## config.mk

```make
export PLATFORM = sky130hd
export DESIGN_NAME = rob_wb_unit
export DESIGN_NICKNAME = d
export VERILOG_FILES = /design/src/rtl/rob_wb_unit.sv
export SDC_FILE = /design/constraint.sdc
export NUM_CORES = 1
export LEC_CHECK = 0
export ABC_AREA = 1
export CAP_MARGIN = 10
export CORE_MARGIN = 3
export CORE_UTILIZATION = 61
export CTS_BUF_LIST = sky130_fd_sc_hd__clkbuf_4 sky130_fd_sc_hd__clkbuf_8 sky130_fd_sc_hd__clkbuf_16
export DETAILED_ROUTE_END_ITERATION = 16
export PLACE_DENSITY = 0.83
export SLEW_MARGIN = 20
export SYNTH_ARGS = -nofsm -noshare
export SYNTH_HDL_FRONTEND = slang
export SYNTH_SLANG_ARGS = --single-unit
```

## constraint.sdc

```tcl
create_clock -name clk_in -period 4.87 [get_ports clk_in]
set_input_delay 0.7305 -clock clk_in [delete_from_list [all_inputs] [get_ports clk_in]]
set_output_delay 0.7305 -clock clk_in [all_outputs]
set_load 0.01 [all_outputs]
```

## src/rtl/rob_wb_unit.sv

```systemverilog
`timescale 1ns/1ps
// rob_pkg: packet types shared between the ROB and its writeback unit.
// Latency: n/a (types only).
// Backpressure: n/a.
package rob_pkg;
  localparam int PTR_W = 7;

  typedef enum logic [1:0] {
    READY     = 2'd0,
    DONE      = 2'd1,
    EXCEPTION = 2'd2
  } wb_status_e;

  typedef struct packed {
    logic             valid;
    logic [PTR_W-1:0] ptr;
  } rob_issue;

  typedef struct packed {
    logic             valid;
    logic [PTR_W-1:0] ptr;
    wb_status_e       status;
  } rob_writeback;
endpackage

// fifo: generic synchronous FIFO, modulo-DEPTH pointers (any DEPTH >= 1).
// Latency: a push is visible at head_dat the cycle after the push edge.
// Backpressure: none internally; the caller must never push into a full FIFO.
// Ports: clk/rst_n (async low), clr (sync empty, beats push/pop),
//        push/push_dat, pop, head_dat (head entry), empty.
module fifo #(
  parameter int W     = 8,
  parameter int DEPTH = 4
) (
  input  logic         clk,
  input  logic         rst_n,
  input  logic         clr,
  input  logic         push,
  input  logic [W-1:0] push_dat,
  input  logic         pop,
  output logic [W-1:0] head_dat,
  output logic         empty
);
  localparam int PW = (DEPTH > 1) ? $clog2(DEPTH) : 1;
  localparam int CW = $clog2(DEPTH + 1);

  logic [PW-1:0] wr_ptr;
  logic [PW-1:0] rd_ptr;
  logic [CW-1:0] occ;
  logic [W-1:0]  mem [DEPTH];

  // Explicit wrap so non-power-of-two depths never index past the last entry.
  function automatic logic [PW-1:0] nxt(input logic [PW-1:0] p);
    return (p == PW'(DEPTH - 1)) ? '0 : p + 1'b1;
  endfunction

  always_ff @(posedge clk or negedge rst_n) begin
    if (!rst_n) begin
      wr_ptr <= '0;
      rd_ptr <= '0;
      occ    <= '0;
    end else if (clr) begin
      wr_ptr <= '0;
      rd_ptr <= '0;
      occ    <= '0;
    end else begin
      if (push) wr_ptr <= nxt(wr_ptr);
      if (pop)  rd_ptr <= nxt(rd_ptr);
      case ({push, pop})
        2'b10:   occ <= occ + 1'b1;
        2'b01:   occ <= occ - 1'b1;
        default: ;
      endcase
    end
  end

  // Storage needs no reset: an entry is only read after it has been written.
  always_ff @(posedge clk) begin
    if (push && !clr) mem[wr_ptr] <= push_dat;
  end

  assign head_dat = mem[rd_ptr];
  assign empty    = (occ == '0);
endmodule

// rob_wb_unit: fixed-latency execution model feeding a credit-limited writeback FIFO.
// Latency: issue accepted on edge T is presented on wb_out after edge T+LATENCY (FIFO empty).
// Backpressure: wb_ready_in stalls the FIFO; credits (pipeline + FIFO) gate issue_ready_out.
// Ports: clk_in, rst_N_in (async low), issue_in/exc_in/issue_ready_out (issue side),
//        flush_in (drops everything in flight), wb_out/wb_ready_in (writeback side).
module rob_wb_unit
  import rob_pkg::*;
#(
  parameter int LATENCY  = 3,
  parameter int WB_DEPTH = 4
) (
  input  logic         clk_in,
  input  logic         rst_N_in,
  input  rob_issue     issue_in,
  input  logic         exc_in,
  output logic         issue_ready_out,
  input  logic         flush_in,
  output rob_writeback wb_out,
  input  logic         wb_ready_in
);
  localparam int CW = $clog2(WB_DEPTH + 1);

  typedef struct packed {
    logic             vld;
    logic             exc;
    logic [PTR_W-1:0] ptr;
  } stage_t;

  stage_t          stg [LATENCY];
  logic [CW-1:0]   cnt;
  logic            accept;
  logic            pop_hs;
  logic            fifo_empty;
  logic [PTR_W:0]  head_dat;

  // Credits cover every op from acceptance until its writeback is popped, so a
  // push can never find the FIFO full.
  assign issue_ready_out = (cnt < CW'(WB_DEPTH)) && !flush_in;
  assign accept          = issue_in.valid && issue_ready_out;
  assign pop_hs          = !fifo_empty && wb_ready_in && !flush_in;

  always_ff @(posedge clk_in or negedge rst_N_in) begin
    if (!rst_N_in) begin
      for (int i = 0; i < LATENCY; i++) stg[i] <= '0;
    end else if (flush_in) begin
      for (int i = 0; i < LATENCY; i++) stg[i].vld <= 1'b0;
    end else begin
      stg[0] <= '{vld: accept, exc: exc_in, ptr: issue_in.ptr};
      for (int i = 1; i < LATENCY; i++) stg[i] <= stg[i-1];
    end
  end

  always_ff @(posedge clk_in or negedge rst_N_in) begin
    if (!rst_N_in) begin
      cnt <= '0;
    end else if (flush_in) begin
      cnt <= '0;
    end else begin
      case ({accept, pop_hs})
        2'b10:   cnt <= cnt + 1'b1;
        2'b01:   cnt <= cnt - 1'b1;
        default: ;
      endcase
    end
  end

  // Flush drives clr, which overrides the push from the last stage.
  fifo #(
    .W     (PTR_W + 1),
    .DEPTH (WB_DEPTH)
  ) u_wb_fifo (
    .clk      (clk_in),
    .rst_n    (rst_N_in),
    .clr      (flush_in),
    .push     (stg[LATENCY-1].vld),
    .push_dat ({stg[LATENCY-1].exc, stg[LATENCY-1].ptr}),
    .pop      (pop_hs),
    .head_dat (head_dat),
    .empty    (fifo_empty)
  );

  // Idle output is all zeros (ptr 0, READY) so reset and empty look identical.
  always_comb begin
    wb_out = '0;
    if (!fifo_empty) begin
      wb_out.valid  = 1'b1;
      wb_out.ptr    = head_dat[PTR_W-1:0];
      wb_out.status = head_dat[PTR_W] ? EXCEPTION : DONE;
    end
  end
endmodule
```

==> results_tabular.tex <==
\begin{tabular}{lr}
\hline
Metric & Value \\
\hline
\multicolumn{2}{l}{\textbf{Layout}} \\
Final net count & 331 \\
Footprint of the multi-input gates & roughly 900 um2 \\
Fill cell count & 334 \\
Fraction of final layout cells sized beyond drive strength 1 & 11.08\% \\
Fraction of the core area covered by cells at the end of the flow & 74.39\% \\
Synth-to-Final Area Change & 14.25\% \\
Antenna Diode Count & 0 \\
Post-route cell area & 3351 um2 \\
Area used by sequential logic in the layout & 1887 um2 \\
\multicolumn{2}{l}{\textbf{Worst setup path}} \\
Delay-heaviest family, CP & buffers and inverters \\
CP peak stage delay & 620 ps \\
Worst-path cell chain & inv\_2 -> nand2\_1 -> a32oi\_1 -> inv\_1 -> nor2\_1 -> clkdlybuf4s50\_1 \\
Crit path capture type & output pin \\
Setup CP Type & flip-flop to output pin \\
Arrival time reported for the critical path endpoint & 2310 ps \\
Critical Path Start Type & flip-flop \\
Slowest cell on crit path & sky130\_fd\_sc\_hd\_\_dfrtp\_1 \\
Data required time at the worst endpoint & 4140 ps \\
Buf/Inv on CP & 3 \\
Largest driver fanout on the critical path & 20 \\
\multicolumn{2}{l}{\textbf{STA}} \\
Final Critical Period & about 3000 ps \\
TNS Setup & 0 ps \\
RSZ-0062 raised after global routing & false \\
Max Transition Viols Final & 0 \\
Achievable Freq & between 300 and 400 MHz \\
Max transition margin & just over 50\% \\
Final hold viol count & 0 \\
Transition time at the pin with the least slew margin & approximately 740 ps \\
Final period util & 62.47\% \\
Final setup violation count & 0 \\
Skew final & 6.749 ps \\
Hold Slack & between 400 and 500 ps \\
\multicolumn{2}{l}{\textbf{Drt}} \\
Total length of routed wires & between 5 and 6 mm \\
1st-iter DRT viols & 138 \\
First-pass DRT Iterations & 4 \\
Detail-routed net length per standard cell & between 15 and 20 um \\
Via-to-Cell Ratio & 5.315 \\
Total DRC errors in the routed layout & 0 \\
Via total after detailed routing & 1956 \\
Number of antenna-violating nets in the routed design & 0 \\
\multicolumn{2}{l}{\textbf{CTS}} \\
Quantity of gates resized following cts & 0 \\
Clk pin slew, worst setup/hold paths & 70 ps \\
Inserted Clock Buffers & 9 \\
Quantity of hold-fixing buffers added after cts & 0 \\
Clock tree from TritonCTS & built \\
Buffer count from post-CTS setup fixing & 0 \\
Clk Latency, worst-skew pair & 330 ps \\
Number of clock sinks & 69 \\
Buffers from clock root to sink, at most & 2 \\
Clock tree root driver cell & sky130\_fd\_sc\_hd\_\_clkbuf\_8 \\
H-tree lvl count & 3 \\
\multicolumn{2}{l}{\textbf{Place}} \\
Final Wtd Congestion & 0.7906 \\
DP HPWL & 3.858 mm \\
Count of port buffers added during placement & 23 \\
Instance area after placement & 3188 um2 \\
\multicolumn{2}{l}{\textbf{Pwr}} \\
Maximum vdd ir drop & about 0.00024 V \\
Total design power & 0.001524 W \\
Static leakage power & 1.447 nW \\
PwrDens & 455.0 nW/um2 \\
\multicolumn{2}{l}{\textbf{Synthesis}} \\
Leading area contributor after synthesis & sky130\_fd\_sc\_hd\_\_edfxtp\_1 \\
Total number of yosys warnings & 0 \\
Net count after synthesis & 305 \\
Area share of the largest cell type after synthesis & between 30\% and 40\% \\
Fraction of the yosys area taken by sequential cells & between 60\% and 70\% \\
Synthesized flop and latch total & 69 \\
Synthesized area per cell & $\sim$10 um2 \\
Number of distinct library cell variants in the gate-level netlist after synthesis & 28 \\
Synth top area cells & sky130\_fd\_sc\_hd\_\_edfxtp\_1 33\%, sky130\_fd\_sc\_hd\_\_dfrtp\_1 32\%, sky130\_fd\_sc\_hd\_\_nand2\_1 7.9\% \\
Post-Synthesis Cells & about 290 \\
Cell area after synthesis & 2933 um2 \\
\multicolumn{2}{l}{\textbf{Outcome}} \\
Result of the run & finished clean \\
\multicolumn{2}{l}{\textbf{Die}} \\
Top-level I/O count & 24 \\
Area enclosed by the die boundary & 5676 um2 \\
Core Region & 4504 um2 \\
Horizontal die dimension & 75.34 um \\
Die H & 75.34 um \\
Starting utilization of the core area & 65.11\% \\
Num rows & 24 \\
\multicolumn{2}{l}{\textbf{Worst hold path}} \\
Min-delay worst type & flip-flop to flip-flop \\
\multicolumn{2}{l}{\textbf{GRT}} \\
Vias in the first global route & 1900 \\
Initial antenna violation count & 0 \\
All-layer global routing usage & 22.00\% \\
Pin count of the biggest net entering global routing & 38 \\
Leftover overflow at the end of global routing & 0 \\
First-pass GRT wire length & 8.838 mm \\
\multicolumn{2}{l}{\textbf{Job}} \\
Max capacitance violation total & 0 \\
\hline
\end{tabular}
tightest hold or removal path, delay by kind of cell, from the launching register on:
| family | cells | cell delay (ps) |
|---|---|---|
| and+or+nand+nor | 1 | 70 |
| buffers and inverters | 1 | 40 |
| DFF | 1 | 320 |
sequential cells by signal (all words and copies together) (netlist names):
register / count
u_wb_fifo.wr_ptr: 2
cnt: 3
u_wb_fifo.occ: 3
stg: 27
u_wb_fifo.mem: 32
u_wb_fifo.rd_ptr: 2
cell families (layout without fill, tap and decap cells):
group                      count (synthesis)  after routing  share of synthesized area [%]
adders and majority gates                  7              7                          3.498
and+or+nand+nor                          121            121                          17.19
AOI/OAI and AO/OA                         46             46                          8.661
DFF                                       69             69                          64.33
xor gates and xnor gates                   2              2                         0.5974
buffers and inverters                     40             71                          5.717
power breakdown:
| part | total (W) | switching, W | internal (W) |
|---|---|---|---|
| clock network | 0.000388 | 0.000203 | 0.000185 |
| logic | 0.000400 | 0.000220 | 0.000180 |
| registers | 0.000737 | 0.0000717 | 0.000665 |
cells in the final DEF, fill, tap and decap left out, types with 4 or more instances in the layout:
cell type	instances
sky130_fd_sc_hd__ha_1	5
sky130_fd_sc_hd__inv_2	6
sky130_fd_sc_hd__clkdlybuf4s50_1	23
sky130_fd_sc_hd__nand2_2	6
sky130_fd_sc_hd__o21ai_0	32
sky130_fd_sc_hd__nor2_1	38
sky130_fd_sc_hd__clkinv_2	4
sky130_fd_sc_hd__inv_1	22
sky130_fd_sc_hd__clkbuf_8	9
sky130_fd_sc_hd__nand2_1	62
sky130_fd_sc_hd__nand3_1	10
sky130_fd_sc_hd__edfxtp_1	32
sky130_fd_sc_hd__dfrtp_1	37
sky130_fd_sc_hd__a21oi_1	8
through the flow:
step | setup slack (ps) | std cells
after floorplan | 2974 | 285
after global placement | 1981 | 352
after detailed placement | 1841 | 352
after CTS | 1821 | 368
after global routing | 1650 | 368
final | 1827 | 368
metal layers:
metal / track usage [%] / vias to the layer above / share of wire [%]
met2: 35.95 / 50 / 51
met5: 0 / - / 0
met4: 11.84 / 0 / 1.7
li1: - / 975 / -
met1: 27.84 / 919 / 42
met3: 4.354 / 12 / 5.2
cells in the mapped netlist:
library cell,instances
sky130_fd_sc_hd__nand2_1,62
sky130_fd_sc_hd__nor2_1,38
sky130_fd_sc_hd__dfrtp_1,37
sky130_fd_sc_hd__edfxtp_1,32
sky130_fd_sc_hd__o21ai_0,32
sky130_fd_sc_hd__inv_1,22
sky130_fd_sc_hd__nand3_1,10
sky130_fd_sc_hd__a21oi_1,8
sky130_fd_sc_hd__inv_2,6
sky130_fd_sc_hd__nand2_2,6
sky130_fd_sc_hd__ha_1,5
sky130_fd_sc_hd__buf_2,4
sky130_fd_sc_hd__buf_4,3
sky130_fd_sc_hd__clkbuf_1,2
sky130_fd_sc_hd__clkinv_1,2
sky130_fd_sc_hd__fa_1,2
sky130_fd_sc_hd__nor2_2,2
sky130_fd_sc_hd__nor2_4,2
sky130_fd_sc_hd__a21oi_4,1
sky130_fd_sc_hd__a32oi_1,1
sky130_fd_sc_hd__clkbuf_2,1
sky130_fd_sc_hd__nand4_1,1
sky130_fd_sc_hd__o21a_1,1
sky130_fd_sc_hd__o21ai_1,1
sky130_fd_sc_hd__o21ai_2,1
sky130_fd_sc_hd__o31ai_1,1
sky130_fd_sc_hd__xnor2_1,1
sky130_fd_sc_hd__xor2_1,1
path summary, 6_finish.rpt:
path                                            startpoint  cells past startpoint                            to  slack, ps
min in group asynchronous                         rst_N_in                      2  u_wb_fifo.occ[1]$_DFFE_PN0P_        810
min reg2reg                              stg[17]$_DFF_PN0_                      2              stg[8]$_DFF_PN0_        460
max in group asynchronous                         rst_N_in                      2           stg[21]$_DFFE_PN0N_       3730
min                                      stg[17]$_DFF_PN0_                      2              stg[8]$_DFF_PN0_        460
max reg2reg                   u_wb_fifo.occ[0]$_DFFE_PN0P_                      8  u_wb_fifo.occ[2]$_DFFE_PN0P_       2930
max                        u_wb_fifo.rd_ptr[0]$_DFFE_PN0P_                      6                     wb_out[1]       1830
final cells by class:
cell class                 instances  share of cell area, %
clock buffer                      10                  3.921
clock inverter                     6                 0.9335
inverter                          30                  3.361
multi-input combinational        176                  26.21
sequential                        69                  56.31
tap                               52                  1.942
timing repair buffer              25                  7.319
Note: power is estimated with default switching activity, not from simulation.
